--- src/rtl/mod_down_timer.sv ---
// Loadable down-counter with pause, abort and optional auto-reload.
// Emits a registered one-cycle done pulse on each expiry.
module mod_down_timer #(
  parameter int WIDTH = 4
) (
  input  logic             clk,
  input  logic             rst,
  input  logic             start,
  input  logic             pause,
  input  logic             stop,
  input  logic             auto_reload,
  input  logic [WIDTH-1:0] load_val,
  output logic [WIDTH-1:0] count,
  output logic [1:0]       state,
  output logic             busy,
  output logic             done
);

  typedef enum logic [1:0] {
    IDLE  = 2'd0,
    RUN   = 2'd1,
    PAUSE = 2'd2,
    DONE  = 2'd3
  } state_e;

  state_e           state_q, state_d;
  logic [WIDTH-1:0] count_q, count_d;
  logic             done_q, done_d;
  logic             lv_nz;

  assign lv_nz = |load_val;

  always_ff @(posedge clk) begin
    if (rst) begin
      state_q <= IDLE;
      count_q <= '0;
      done_q  <= 1'b0;
    end else begin
      state_q <= state_d;
      count_q <= count_d;
      done_q  <= done_d;
    end
  end

  // Priority: stop > start (non-zero period only) > pause > decrement.
  always_comb begin
    state_d = state_q;
    count_d = count_q;
    done_d  = 1'b0;
    if (stop) begin
      state_d = IDLE;
      count_d = '0;
    end else if (start && lv_nz) begin
      state_d = RUN;
      count_d = load_val;
    end else begin
      unique case (state_q)
        IDLE: count_d = '0;
        RUN: begin
          if (pause) begin
            state_d = PAUSE;
          end else if (count_q == WIDTH'(1)) begin
            done_d = 1'b1;
            if (auto_reload && lv_nz) begin
              count_d = load_val;
            end else begin
              count_d = '0;
              state_d = DONE;
            end
          end else if (count_q == '0) begin
            // Unreachable via loads; guards against ever wrapping below zero.
            state_d = DONE;
          end else begin
            count_d = count_q - 1'b1;
          end
        end
        PAUSE: if (!pause) state_d = RUN;
        DONE:  count_d = '0;
        default: begin
          state_d = IDLE;
          count_d = '0;
        end
      endcase
    end
  end

  assign count = count_q;
  assign state = state_q;
  assign busy  = (state_q == RUN) || (state_q == PAUSE);
  assign done  = done_q;

endmodule

--- config.mk ---
export PLATFORM = sky130hd
export DESIGN_NAME = mod_down_timer
export DESIGN_NICKNAME = d
export VERILOG_FILES = /design/src/rtl/mod_down_timer.sv
export SDC_FILE = /design/constraint.sdc
export NUM_CORES = 1
export LEC_CHECK = 0
export ABC_AREA = 1
export BUFFER_PORTS_ARGS = -buffer_cell sky130_fd_sc_hd__buf_2
export CORE_MARGIN = 4
export CORE_UTILIZATION = 27
export DETAILED_ROUTE_END_ITERATION = 12
export GPL_TIMING_DRIVEN = 0
export PLACE_DENSITY = 0.52
export SYNTH_ARGS = -nofsm -noshare
export SYNTH_HDL_FRONTEND = slang
export SYNTH_SLANG_ARGS = --single-unit
--- constraint.sdc ---
create_clock -name clk -period 1.4 [get_ports clk]
set_input_delay 0.42 -clock clk [delete_from_list [all_inputs] [get_ports clk]]
set_output_delay 0.42 -clock clk [all_outputs]
set_load 0.005 [all_outputs]
==> results of run 1 <==
-- per-stage QoR --
step,total power (uW),utilization (%)
4_1_cts,618,37.1
2_1_floorplan,356,-
3_3_place_gp,413,34.0
6_report,651,40.9
3_5_place_dp,414,34.0
5_1_grt,705,40.9
-- repair_timing --
item	4_1_cts	5_1_grt
pin swaps	1	5
buffers inserted	3	4
setup endpoints to repair	5	6
gates resized for setup	9	14
-- power groups by stage --
stage / sequential [uW] / combinational, uW / clock, uW
after floorplan: 224 / 131 / 0
after global placement: 225 / 187 / 0
after detailed placement: 226 / 188 / 0
after CTS: 223 / 204 / 192
after global routing: 224 / 270 / 210
final: 223 / 241 / 187
-- routing by layer --
| layer | global-route usage [%] | share of wire, % |
|---|---|---|
| met1 | 13.7 | 43 |
| met2 | 17.8 | 50 |
| met3 | 4.14 | 5.8 |
| met4 | 3.05 | 1.1 |
| met5 | 0 | 0 |
-- placed cells by master, fill, tap and decap left out --
cell      Yosys  layout
ha_1          5       1
nand2_8       0       1
or2_4         0       1
ha_4          0       3
nor2_2        3       3
nand3_1      10       8
buf_4         0       7
dfxtp_2       0       4
inv_1        10       5
inv_4         0       1
buf_2         0      17
nand3_4       1       1
nand3b_1      1       1
inv_2         1       5
a21oi_1       3       3
dfxtp_4       0       1
nand3_2       3       5
o21ai_0       2       2
clkbuf_1      0       1
nor4_1        1       1
nand4_1       1       1
nand2_2       2       3
clkbuf_4      0       3
nor2_4        2       2
dfxtp_1       7       2
a21oi_2       1       1
nor2_1       13      13
nand2_1      33      32
ha_2          0       1
-- how the worst max path moves through the flow --
| stage | start | to | slack, ps | cells after the start |
|---|---|---|---|---|
| after floorplan | count[0] | count[2] | 40 | 9 |
| after global placement | count[0] | count[2] | -90 | 9 |
| after detailed placement | count[0] | count[2] | -80 | 9 |
| after CTS | state[0] | busy | -60 | 4 |
| after global routing | state[0] | busy | -100 | 4 |
| final | state[0] | busy | -80 | 4 |
-- logic make-up (layout without fill, tap and decap cells) --
| family | Yosys count | after routing | synth area share (%) |
|---|---|---|---|
| and+or+nand+nor | 72 | 72 | 56.6 |
| buffers and inverters | 11 | 39 | 6.46 |
| DFF | 7 | 7 | 21.9 |
| AOI/OAI and AO/OA | 6 | 6 | 5.28 |
| adders and majority gates | 5 | 5 | 9.78 |
-- flip-flops by register name, indices dropped and copies added, names as in the netlist --
name   count
done       1
state      2
count      4
-- final cells by class --
| class | count | area, sq um | area share (%) |
|---|---|---|---|
| sequential | 7 | 149 | 16.3 |
| inverter | 11 | 43.8 | 4.79 |
| tap | 28 | 35.0 | 3.84 |
| timing repair buffer | 24 | 138 | 15.1 |
| multi-input combinational | 83 | 522 | 57.1 |
| clock buffer | 4 | 26.3 | 2.88 |
==> flow_metrics.tcl, run 1 <==
set metrics [dict create \
    final_cell_area_sq_um 913 \
    setup_violations 1 \
    cts_tree "done" \
    worstSetupPathType "reg -> out" \
    whs_path_depth 2 \
    peakVddDrop_mv 0.393 \
    maxSlewHeadroom_pct 72.9 \
    yosysTopAreaCellShare_pct 21.9 \
    synthCells 101 \
    final_cell_count_no_fill 157 \
    hold_path_class "in -> reg" \
    syn2layout_area_growth_pct 42.9 \
    grt_pass1_vias 662 \
    grt-ovfl-total 0 \
    drcViolationCount 0 \
    wire_per_inst_um 11.6 \
    status "finished with violations" \
    wirelength_mm 1.81 \
    cp_common_cell "inv_2" \
    synth_seq_area_share_pct 21.9 \
    track_usage_pct 11.1 \
    tns_ps -76.2 \
    p_leak_uw 0.000415 \
    syn_area_sq_um 639 \
    grt_max_degree 9 \
    violations "setup timing" \
    worst_pin_slew_ps 406 \
    power_density_nw_per_um2 712 \
    grt_pass1_wl_mm 2.79 \
    path_clk_slew_ps 50 \
    dp_hpwl_mm 1.27 \
    synth_ff_type "dfxtp_1" \
    path_buf_inv 3 \
    path_max_fanout 2 \
    drt_iter0_drc 11 \
    async_reset_ff_share_pct 0 \
    timing.fmax_mhz 677 \
    synth_seq_cells 7 \
    numCtsBuffers 3 \
    fin_skew_ps 3.40 \
    gp_congestion 0.792 \
    rsz0062_at_grt "true" \
    critPathCaptureType "output port" \
    slew_viol_final 0 \
    swShare_pct 34.8 \
    die_area_sq_um 3210 \
    htreeDepth 1 \
    crit_chain "inv_2, ha_4, inv_2, buf_2" \
    p_int_uw 424 \
    start_util_pct 28.6 \
    io_buffers 17 \
    cts.root.buffer_cell "clkbuf_4" \
    comb_power_share_pct 37.0 \
    drtAntennaViolNets 0 \
    rr_worst_depth 8 \
    cap_violations 0 \
    nFillCells 260 \
    yosysUniqueCellTypes 20 \
    cp_top_family "flip-flops" \
    timing.final.ws_setup_ps -76.2 \
    hold_buffers 0 \
    avgSynthCellArea_sq_um 6.33 \
    synth-edff-count 0 \
    synth_most_common_cell "nand2_1" \
    grt_antenna_before_repair 0 \
    core.rowCount 17 \
    post_dp_cell_area_sq_um 759 \
    fin_crit_ps 1480 \
    cp.required_ps 980 \
    slowest_delay_ps 340 \
    p_switching_uw 226 \
    rr_startpoint "count[0]" \
    clock_path_buffers 2 \
    yosys_warnings 0 \
    power.share.clock_pct 28.7 \
    layout-drive-gt1-share_pct 45.7 \
    r2r-end "count[0]" \
    synth.area.top_cells "dfxtp_1 (22%), nand2_1 (19%), ha_1 (9.8%), nand3_1 (7.8%), nor2_1 (7.6%)" \
    synth_common_cells "nand2_1 (33), nor2_1 (13), inv_1 (10), nand3_1 (10), dfxtp_1 (7)" \
    clock_latency_ps 260 \
    slowest_stage "dfxtp_2" \
    synth_area_leader_cell "dfxtp_1" \
    cp.arrival_ps 1060 \
    dieWidth_um 56.7 \
    reg2reg_slack_ps 90 \
    ios 18 \
    num_vias 735 \
    placed_cells 146 \
    synth_nets 116 \
    hold_end "done" \
    whs_ps 439 \
    fin_crit_sh_pct 105 \
    diodes 0 \
    place_ws_ps -79.4 \
    nets 145 \
    dr.pass1.iters 4 \
    final_hold_viol_count 0 \
    die-height_um 56.7 \
    vias_per_cell 4.68 \
    cts.sinks 7 \
    hold_start "pause" \
    core_area_sq_um 2230 \
    start_kind "flop" \
    p_seq_share_pct 34.3 \
]
Note: power is estimated with default switching activity, not from simulation.
==> inputs of run 2 (changes only) <==
--- a/config.mk
+++ b/config.mk
@@ -10,4 +10,5 @@
 export CORE_MARGIN = 4
 export CORE_UTILIZATION = 27
+export CTS_CLUSTER_DIAMETER = 50
 export DETAILED_ROUTE_END_ITERATION = 12
 export GPL_TIMING_DRIVEN = 0
==> constraint.sdc (replaced) <==
create_clock -name clk -period 1.4 [get_ports clk]
set_input_delay 0.42 -clock clk [delete_from_list [all_inputs] [get_ports clk]]
set_output_delay 0.42 -clock clk [all_outputs]
set_load 0.05 [all_outputs]
==> run 2 against run 1 <==
The flow still finishes with violations (setup timing); via count shrank 5.4%; largest power group unchanged; core utilization shrank 0.78 points; sequential share of layout area grew 0.60 points.
==> flow_metrics.tcl, run 2 (synthesis gave the netlist of run 1 again) <==
set metrics [dict create \
    status "finished with violations" \
    violations "setup timing" \
    dr_wl_met3_um 96 \
    place_ws_ps -71.5 \
    maxSlewHeadroom_pct 71.0 \
    diodes 0 \
    nets 141 \
    num_vias 695 \
    grt_pass1_vias 650 \
    setup_violations 1 \
    wl_met1_um 662 \
    dp_hpwl_mm 1.24 \
    crit_chain "inv_2, ha_4, clkinvlp_4, buf_8" \
    finalPower_uw 668 \
    power_density_nw_per_um2 746 \
    core.rowCount 17 \
    numCtsBuffers 3 \
    critPathCaptureType "output port" \
    slowest_delay_ps 340 \
    met2_length_um 759 \
    syn2layout_area_growth_pct 40.1 \
    slowest_stage "dfxtp_4" \
    grt-ovfl-total 0 \
    die-height_um 56.7 \
    die_area_sq_um 3210 \
    dieWidth_um 56.7 \
    dr.max_layer_used "met3" \
    cp_top_family "flip-flops" \
    io_buffers 17 \
    cp.required_ps 980 \
    peakVddDrop_mv 0.502 \
    worstSetupPathType "reg -> out" \
    dr.pass1.iters 4 \
    cp.arrival_ps 1140 \
    final_cell_mix "nand2_1 (31), nor2_1 (13), buf_2 (13)" \
    fin_crit_ps 1560 \
    gp_congestion 0.797 \
    rsz0062_at_grt "true" \
    largest_register_ffs 4 \
    fin_crit_sh_pct 112 \
    layout-drive-gt1-share_pct 44.8 \
    wirelength_mm 1.52 \
    path_buf_inv 3 \
    grt_pass1_wl_mm 2.64 \
    p_leak_uw 0.000389 \
    ios 18 \
    timing.final.ws_setup_ps -163 \
    drt_iter0_drc 5 \
    timing.fmax_mhz 640 \
    core_area_sq_um 2230 \
    final_common_cell "nand2_1" \
    cts.sinks 7 \
    track_usage_pct 10.4 \
    start_kind "flop" \
    clock_path_buffers 2 \
    final_hold_viol_count 0 \
    cts_tree "done" \
    fin_skew_ps 0.562 \
    clock_latency_ps 250 \
    hold_path_class "in -> reg" \
    grt_antenna_before_repair 0 \
    start_util_pct 28.6 \
    htreeDepth 1 \
    worst_pin_slew_ps 434 \
    cap_violations 0 \
    grt_max_degree 9 \
    vias_per_cell 4.54 \
    path_max_fanout 2 \
    drcViolationCount 0 \
    whs_ps 436 \
    slew_viol_final 0 \
    path_clk_slew_ps 50 \
    wire_per_inst_um 9.92 \
    cts.root.buffer_cell "clkbuf_4" \
    drtAntennaViolNets 0 \
]
[run 2: final timing paths]
path / end / from / depth (start not counted) / slack (ps)
worst max-delay path: busy / state[0] / 4 / -160
worst min-delay path: done / pause / 2 / 440
worst max register to register: count[0] / state[0] / 9 / 40
worst min register to register: state[1] / state[1] / 2 / 500
[run 2: routing by layer]
layer | GRT usage [%] | up-vias
met5 | 0 | -
met4 | 1.02 | 0
met3 | 5.06 | 0
met2 | 17.7 | 15
met1 | 12.1 | 309
li1 | - | 371
[run 2: power by group]
part | internal (uW) | total (uW) | leakage, uW | switching, uW
combinational | 98.8 | 265 | 0.000314 | 166
clock | 109 | 182 | 0.0000150 | 73.0
sequential | 209 | 222 | 0.0000598 | 13.0
[run 2: final cells by class]
| type | count | area [sq um] |
|---|---|---|
| fillers | 257 | 1340 |
| multi-input cells | 83 | 510 |
| flip-flops and latches | 7 | 151 |
| repair buffers | 20 | 125 |
| inverters | 11 | 47.5 |
| well taps | 28 | 35.0 |
| clock buffers | 4 | 26.3 |
[run 2: what timing repair did]
| action | 4_1_cts | 5_1_grt |
|---|---|---|
| pin swaps | 3 | 7 |
| setup endpoints to repair | 6 | 8 |
| gates resized for setup | 8 | 13 |
| cloned | 0 | 0 |
| hold buffers | 0 | 0 |
| buffers inserted | 4 | 1 |
[run 2: per-stage QoR]
step           setup TNS, ps  instance area, sq um  instances  util (%)
2_1_floorplan           -599                   671        101         -
3_3_place_gp            -111                   791        146      35.4
3_5_place_dp            -228                   791        146      35.4
4_1_cts                 -175                   867        153      38.8
5_1_grt                 -459                   896        153      40.1
6_report                -163                   896        153      40.1
